[config.mk]
export PLATFORM = sky130hd
export DESIGN_NAME = kamacore_stage_id
export DESIGN_NICKNAME = d
export VERILOG_FILES = /design/src/rtl/kamacore_stage_id.sv
export SDC_FILE = /design/constraint.sdc
export NUM_CORES = 2
export LEC_CHECK = 0
export BUFFER_PORTS_ARGS = -buffer_cell sky130_fd_sc_hd__buf_2
export CORE_MARGIN = 2
export CORE_UTILIZATION = 60
export CTS_BUF_LIST = sky130_fd_sc_hd__clkbuf_4 sky130_fd_sc_hd__clkbuf_8
export DETAILED_ROUTE_END_ITERATION = 16
export GPL_ROUTABILITY_DRIVEN = 0
export PLACE_DENSITY = 0.83
export SLEW_MARGIN = 20
export SYNTH_ARGS = -nofsm -noshare
export SYNTH_HDL_FRONTEND = slang
export SYNTH_SLANG_ARGS = --single-unit
[constraint.sdc]
create_clock -name clk -period 11.9 [get_ports clk]
set_input_delay 1.785 -clock clk [delete_from_list [all_inputs] [get_ports clk]]
set_output_delay 1.785 -clock clk [all_outputs]
set_load 0.1 [all_outputs]
[src/rtl/kamacore_stage_id.sv]
// Instruction-decode stage: register file with write-through bypass, op decode,
// load-use hazard detection and the ID/EX pipeline register.
module kamacore_stage_id #(
    parameter int CPU_WIDTH  = 32,
    parameter int ADDR_WIDTH = 16
) (
    input  logic                  clk,
    input  logic                  rst,
    input  logic                  if_valid,
    input  logic [CPU_WIDTH-1:0]  if_instruction,
    input  logic [ADDR_WIDTH-1:0] if_pc,
    input  logic                  flush,
    output logic                  stall_if,
    input  logic                  wb_we,
    input  logic [4:0]            wb_rd,
    input  logic [CPU_WIDTH-1:0]  wb_data,
    output logic                  ex_valid,
    output logic [5:0]            ex_op,
    output logic [4:0]            ex_rd,
    output logic [ADDR_WIDTH-1:0] ex_pc,
    output logic [CPU_WIDTH-1:0]  ex_rs1_val,
    output logic [CPU_WIDTH-1:0]  ex_rs2_val,
    output logic [CPU_WIDTH-1:0]  ex_imm,
    output logic                  ex_reg_write,
    output logic                  ex_mem_read,
    output logic                  ex_mem_write,
    output logic                  ex_illegal
);

    localparam logic [5:0] OP_NOP  = 6'h00;
    localparam logic [5:0] OP_ADD  = 6'h01;
    localparam logic [5:0] OP_SUB  = 6'h02;
    localparam logic [5:0] OP_ADDI = 6'h08;
    localparam logic [5:0] OP_LW   = 6'h10;
    localparam logic [5:0] OP_SW   = 6'h11;
    localparam logic [5:0] OP_BEQ  = 6'h20;

    logic [CPU_WIDTH-1:0] regs [32];

    logic [5:0]           op;
    logic [4:0]           rd;
    logic [4:0]           rs1;
    logic [4:0]           rs2;
    logic [CPU_WIDTH-1:0] imm;
    logic [CPU_WIDTH-1:0] rs1_val;
    logic [CPU_WIDTH-1:0] rs2_val;
    logic                 uses_rs1;
    logic                 uses_rs2;
    logic                 reg_write;
    logic                 mem_read;
    logic                 mem_write;
    logic                 illegal;
    logic                 hazard;
    logic                 bubble;

    assign op  = if_instruction[31:26];
    assign rd  = if_instruction[25:21];
    assign rs1 = if_instruction[20:16];
    assign rs2 = if_instruction[15:11];
    assign imm = {{(CPU_WIDTH-16){if_instruction[15]}}, if_instruction[15:0]};

    always_comb begin
        uses_rs1  = 1'b0;
        uses_rs2  = 1'b0;
        reg_write = 1'b0;
        mem_read  = 1'b0;
        mem_write = 1'b0;
        illegal   = 1'b0;
        case (op)
            OP_NOP: ;
            OP_ADD, OP_SUB: begin
                uses_rs1  = 1'b1;
                uses_rs2  = 1'b1;
                reg_write = 1'b1;
            end
            OP_ADDI: begin
                uses_rs1  = 1'b1;
                reg_write = 1'b1;
            end
            OP_LW: begin
                uses_rs1  = 1'b1;
                reg_write = 1'b1;
                mem_read  = 1'b1;
            end
            OP_SW: begin
                uses_rs1  = 1'b1;
                uses_rs2  = 1'b1;
                mem_write = 1'b1;
            end
            OP_BEQ: begin
                uses_rs1 = 1'b1;
                uses_rs2 = 1'b1;
            end
            default: illegal = 1'b1;
        endcase
    end

    // A write landing this cycle is forwarded so decode never sees stale data.
    always_comb begin
        rs1_val = regs[rs1];
        rs2_val = regs[rs2];
        if (wb_we && wb_rd == rs1) rs1_val = wb_data;
        if (wb_we && wb_rd == rs2) rs2_val = wb_data;
        if (rs1 == 5'd0) rs1_val = '0;
        if (rs2 == 5'd0) rs2_val = '0;
    end

    assign hazard = ex_valid && ex_mem_read && (ex_rd != 5'd0) && if_valid &&
                    ((uses_rs1 && rs1 == ex_rd) || (uses_rs2 && rs2 == ex_rd));
    assign stall_if = hazard && !flush;
    assign bubble   = flush || hazard || !if_valid;

    always_ff @(posedge clk) begin
        if (!rst) begin
            for (int i = 0; i < 32; i++) regs[i] <= '0;
        end else if (wb_we && wb_rd != 5'd0) begin
            regs[wb_rd] <= wb_data;
        end
    end

    always_ff @(posedge clk) begin
        if (!rst || bubble) begin
            ex_valid     <= 1'b0;
            ex_op        <= '0;
            ex_rd        <= '0;
            ex_pc        <= '0;
            ex_rs1_val   <= '0;
            ex_rs2_val   <= '0;
            ex_imm       <= '0;
            ex_reg_write <= 1'b0;
            ex_mem_read  <= 1'b0;
            ex_mem_write <= 1'b0;
            ex_illegal   <= 1'b0;
        end else begin
            ex_valid     <= 1'b1;
            ex_op        <= op;
            ex_rd        <= rd;
            ex_pc        <= if_pc;
            ex_rs1_val   <= rs1_val;
            ex_rs2_val   <= rs2_val;
            ex_imm       <= imm;
            ex_reg_write <= reg_write;
            ex_mem_read  <= mem_read;
            ex_mem_write <= mem_write;
            ex_illegal   <= illegal;
        end
    end

endmodule

* Yosys cells after proc, flatten, opt, wreduce, memory -nomap -nowiden
Memory sizes are Yosys's and may differ from the RTL's. A register that Yosys moved wholly into a read port is not among the register bits.
Index checks and enable logic that the tools add are counted.
** Cells by class
- Add/sub/neg operators :: 0
- Multipliers :: 0
- Div/mod/pow operators :: 0
- Order comparisons :: 0
- Equality and inequality tests :: 8
- Shift operators :: 0
- Mux-type cells :: 14
- Bitwise operators :: 0
- Reduce and logical (&&, ||, !) cells :: 27
** Operators by type and width (count)
- $mux W32 :: 1
- $reduce_or A32 Y1 :: 1
- $eq A6 B5 Y1 const B :: 2
- $mux W1 :: 12
- $eq A5 B5 Y1 :: 2
- $logic_not A5 Y1 :: 2
- $reduce_bool A5 Y1 :: 2
- $logic_and A1 B1 Y1 :: 8
- $reduce_or A4 Y1 :: 2
- $reduce_or A7 Y1 :: 1
- $eq A6 B1 Y1 const B :: 1
- $eq A6 B2 Y1 const B :: 1
- $eq A6 B4 Y1 const B :: 1
- $eq A6 B6 Y1 const B :: 1
- $logic_not A6 Y1 :: 1
- $reduce_or A6 Y1 :: 1
- $mux W5 :: 1
- $logic_or A1 B1 Y1 :: 4
- $reduce_or A2 Y1 :: 2
- $logic_not A1 Y1 :: 3
** Storage, ports and cells
- Register bits after elaboration :: 48
- Bits in latches :: 0
- Memory bits (writable) :: 1024
- ROM bits :: 0
- Bits of input ports :: 90
- Logic and storage cells :: 59
- Memories :: 1
** Memories
- regs :: depth 32, width 32, rd ports 2, clocked after memory_dff 2, write ports 32, RTL line 38 : logic [CPU_WIDTH-1:0] regs [32];

* Longest topological paths before layout
- Depth in word-level cells :: 10
- Depth in mapped cells :: 10

* Least setup slack after synthesis
OpenSTA, ideal clock, no wires.
- Path kind :: input -> output
- Start :: input port if_instruction[13]
- End :: output port stall_if
- Arrival :: 4585 ps
- Required time :: 10115 ps
- Setup slack :: 5530 ps
- Stages :: 6
- Cells stage by stage :: buf_2 xnor2_1 nand4_1 nor4_1 a32oi_1 nor3_1
** On the way
- Cells in the longest elaborated chain, start to end :: 5
** RTL lines
- start: declaration :: RTL line 10 : input logic [CPU_WIDTH-1:0] if_instruction,
- $eq A5 B5 Y1 :: RTL line 109 : ((uses_rs1 && rs1 == ex_rd) || (uses_rs2 && rs2 == ex_rd));
- $logic_and A1 B1 Y1 :: RTL line 109
- $logic_or A1 B1 Y1 :: RTL line 109
- $logic_and A1 B1 Y1 :: RTL line 108 : assign hazard = ex_valid && ex_mem_read && (ex_rd != 5'd0) && if_valid &&
- $logic_and A1 B1 Y1 :: RTL line 110 : assign stall_if = hazard && !flush;
- end: declaration :: RTL line 13 : output logic stall_if,
Every way passes these cells.

* Worst setup path in the final report
- Start :: input port if_instruction[17]
- End :: output port stall_if
The elaborated chain is that of the path after synthesis.

==> flow_summary_export.csv <==
group,metric,value,unit
timing,hold_viol_final,0,
run_status,status,"completed",
logic_synthesis,synth_enable_flop_cells,1024,
logic_synthesis,synthTopCellsByArea,"edfxtp_1 (53%), mux4_2 (17%), and2_1 (11%)",
layout,syn_to_final_growth,9.85,%
pwr,ir_worst_vdd,0.144,mV
logic_synthesis,postSynthAreaPerCell,14.7,um2
worst_setup_path,reg2reg_to,"ex_rs1_val[7]$_SDFF_PP0_",
layout,drive_gt1_frac,0.285,
clocking,cts.path.max_buffers,3,
worst_hold_path,min_path_type,"register to register",
die,die_h,315,um
clocking,clock-sinks,1136,
timing,final_max_slew_viol_count,0,
worst_setup_path,cp_slowest_stage_delay,670,ps
logic_synthesis,synth_area,0.0581,mm2
drt,via_per_inst,7.24,
worst_setup_path,critPathTopFamily,"buffers and inverters",
die,core,0.0963,mm2
timing,period_needed,5610,ps
timing,finClkSkew,29.2,ps
timing,setup_tns,0,ps
die,dieArea,0.0994,mm2
worst_setup_path,crit_chain,"buf_8 -> xor2_1 -> nor4_1 -> a32oi_1 -> nor3_1 -> buf_2",
logic_synthesis,synth-seq-area-share,0.568,
global_route,top_usage_layer,"met2",
clocking,postCtsSetupBuffers,0,
timing,fmax,178,MHz
worst_setup_path,crit_path_end_kind,"primary output",
global_route,grt-ovfl-total,0,
global_route,grtUsageMet2,0.558,
layout,finish.net_count,4151,
global_route,grtUsageMet3,0.148,
worst_setup_path,cp.arrival,3820,ps
clocking,clk_latency,870,ps
pwr,p_sw_frac,0.263,
logic_synthesis,yosys_warnings,0,
die,io_pins,219,
worst_setup_path,start_kind,"primary input",
worst_setup_path,reg2reg_depth,6,
logic_synthesis,ys_ff_latch,1136,
die,die_x,315,um
worst_setup_path,r2r-start,"ex_rd[1]$_SDFF_PP0_",
global_route,grt_pass1_wl,270,mm
logic_synthesis,synth_cells,3964,
global_route,grt_pass1_vias,39200,
pwr,seq_power_share,0.504,
worst_setup_path,critPathKind,"primary input to primary output",
global_route,grt_max_degree,127,
timing,fin_crit_sh,0.471,
pwr,internal-power,6.84,mW
drt,wl_per_cell,34.7,um
pwr,p_switching,2.44,mW
pwr,p_comb_frac,0.122,
global_route,grt_usage,0.385,
placed_design,placed_cells,5157,
worst_setup_path,crit_end,"stall_if",
logic_synthesis,synth_ff_type,"edfxtp_1",
timing,rsz0062_at_grt,"false",
pwr,power_leakage,23.0,nW
drt,drc,0,
worst_setup_path,r2r_setup_slack,8440,ps
pwr,clock_power_share,0.374,
clocking,tritoncts,"yes",
timing,setup_viol,0,
placed_design,io_buffers,218,
placed_design,hpwl,109,mm
logic_synthesis,postSynth.asyncResetShare,0,
clocking,cts_resized,0,
clocking,numCtsBuffers,176,
clocking,htreeDepth,4,
timing,max_slew.worst_pin.slew,1260,ps
timing,relSlewSlack,0.153,
worst_setup_path,slowest_stage,"xor2_1",
global_route,use_met1,0.476,
drt,ant_nets,0,
clocking,path_clk_slew,60,ps
clocking,ctsHoldBuffers,0,
logic_synthesis,synthDistinctLibCells,50,
worst_setup_path,critPathMaxFanout,48,
worst_setup_path,startpoint,"if_instruction[17]",
clocking,cts_root_buf,"clkbuf_8",
drt,drt_pass1_iterations,8,
drt,vias,39800,
flow_run,drv_cap,0,
die,core.rowCount,114,
worst_setup_path,worstPathRequired,10120,ps
logic_synthesis,synth_top_area_share,0.529,
global_route,grt_antenna_before_repair,25,
worst_setup_path,worst-path-buf-inv,2,
layout,fin_cells,5495,
worst_hold_path,hold-path-cell-count,3,
logic_synthesis,synth_top_area_cell,"edfxtp_1",
die,start_util,0.604,
drt,drt_iter0_markers,6950,
worst_setup_path,cp.depth,6,
drt,drt_wl_total,191,mm
pwr,p_per_area,145,mW/mm2
-- Yosys cell counts (47+ instances only) --
library cell and instances:
buf_4 52, inv_1 47, mux2i_1 159, clkbuf_1 252, and2_1 994, buf_2 89
a22oi_1 61, nor2_1 146, o22ai_1 129, edfxtp_1 1024, mux4_2 448, o21ai_0 50
dfxtp_1 112, nor4_1 67
-- cell type report --
type	instances	area (um2)
clock buffer	266	3240
tap	1276	1600
antenna	10	25.0
sequential	1136	33000
inverter	47	176
timing repair buffer	324	2010
fill	6456	32400
clock inverter	60	465
multi-input combinational	2376	23300
-- stage by stage --
step	setup WS, ps	hold slack [ps]	instance area [um2]	utilization	total power [mW]
2_1_floorplan	5530	930	58200	-	5.49
3_3_place_gp	5910	939	60000	0.624	5.81
3_5_place_dp	6140	967	60000	0.624	5.84
4_1_cts	6360	971	63800	0.662	9.22
5_1_grt	6180	866	63800	0.663	9.48
6_report	6290	806	63800	0.663	9.29
-- worst register-to-register path: cells and delay by family, from the launching register on --
kind,cells,cell delay (ps)
compound gates,2,720
flops,1,650
xor+xnor,1,390
buf+inv,1,880
simple gates,2,630
-- layout by cell type (no fill, tap or decap), drive strengths merged, types with 15 or more instances in the layout --
cell	n
nor2	148
nor4	70
mux4	450
edfxtp	1024
mux2i	159
a21oi	33
nor3	38
a221oi	79
buf	324
a22o	17
o22ai	129
dfxtp	112
inv	53
a211oi	15
conb	32
a22oi	61
clkbuf	266
and2	994
o21ai	81
clkinv	43
-- state kept, by name (all words and copies together) (netlist names) --
name	flops
ex_imm	16
ex_rs2_val	32
ex_mem_write	1
ex_rd	5
ex_illegal	1
ex_reg_write	1
ex_valid	1
regs	1024
ex_mem_read	1
ex_rs1_val	32
ex_op	6
ex_pc	16
-- power by group through the flow --
stage / Clock (mW) / Combinational, mW / Sequential [mW]
6_report: 3.47 / 1.13 / 4.68
5_1_grt: 3.63 / 1.16 / 4.69
4_1_cts: 3.46 / 1.09 / 4.67
3_5_place_dp: 0 / 1.09 / 4.75
3_3_place_gp: 0 / 1.07 / 4.73
2_1_floorplan: 0 / 0.681 / 4.80
-- how the worst min path moves through the flow --
| stage | endpoint | start | slack [ps] |
|---|---|---|---|
| 4_1_cts | ex_valid$_DFF_P_ | ex_mem_read$_SDFF_PP0_ | 970 |
| 6_report | ex_rd[1]$_SDFF_PP0_ | ex_mem_read$_SDFF_PP0_ | 810 |
| 5_1_grt | ex_rd[1]$_SDFF_PP0_ | ex_mem_read$_SDFF_PP0_ | 870 |
| 3_5_place_dp | ex_valid$_DFF_P_ | ex_mem_read$_SDFF_PP0_ | 970 |
| 2_1_floorplan | ex_rs1_val[30]$_SDFF_PP0_ | regs[30][30]$_SDFFCE_PN0P_ | 930 |
| 3_3_place_gp | ex_valid$_DFF_P_ | ex_mem_read$_SDFF_PP0_ | 940 |
-- cells by family (layout without fill, tap and decap cells) --
family / count (synthesis) / in the layout / synth area share
DFF: 1136 / 1136 / 0.568
and+or+nand+nor: 1291 / 1291 / 0.132
other: 1 / 42 / 0.0000645
buffers and inverters: 483 / 697 / 0.0422
xor gates and xnor gates: 22 / 22 / 0.00332
muxes: 609 / 609 / 0.202
AOI/OAI and AO/OA: 421 / 421 / 0.0527
adders and majority gates: 1 / 1 / 0.000172
-- per-layer routing --
metal	wire length [um]	up-vias
met2	82500	4117
met1	59300	19300
met3	32600	940
met5	166	-
li1	-	15400
met4	16000	17
(Power assumes the default switching activity.)
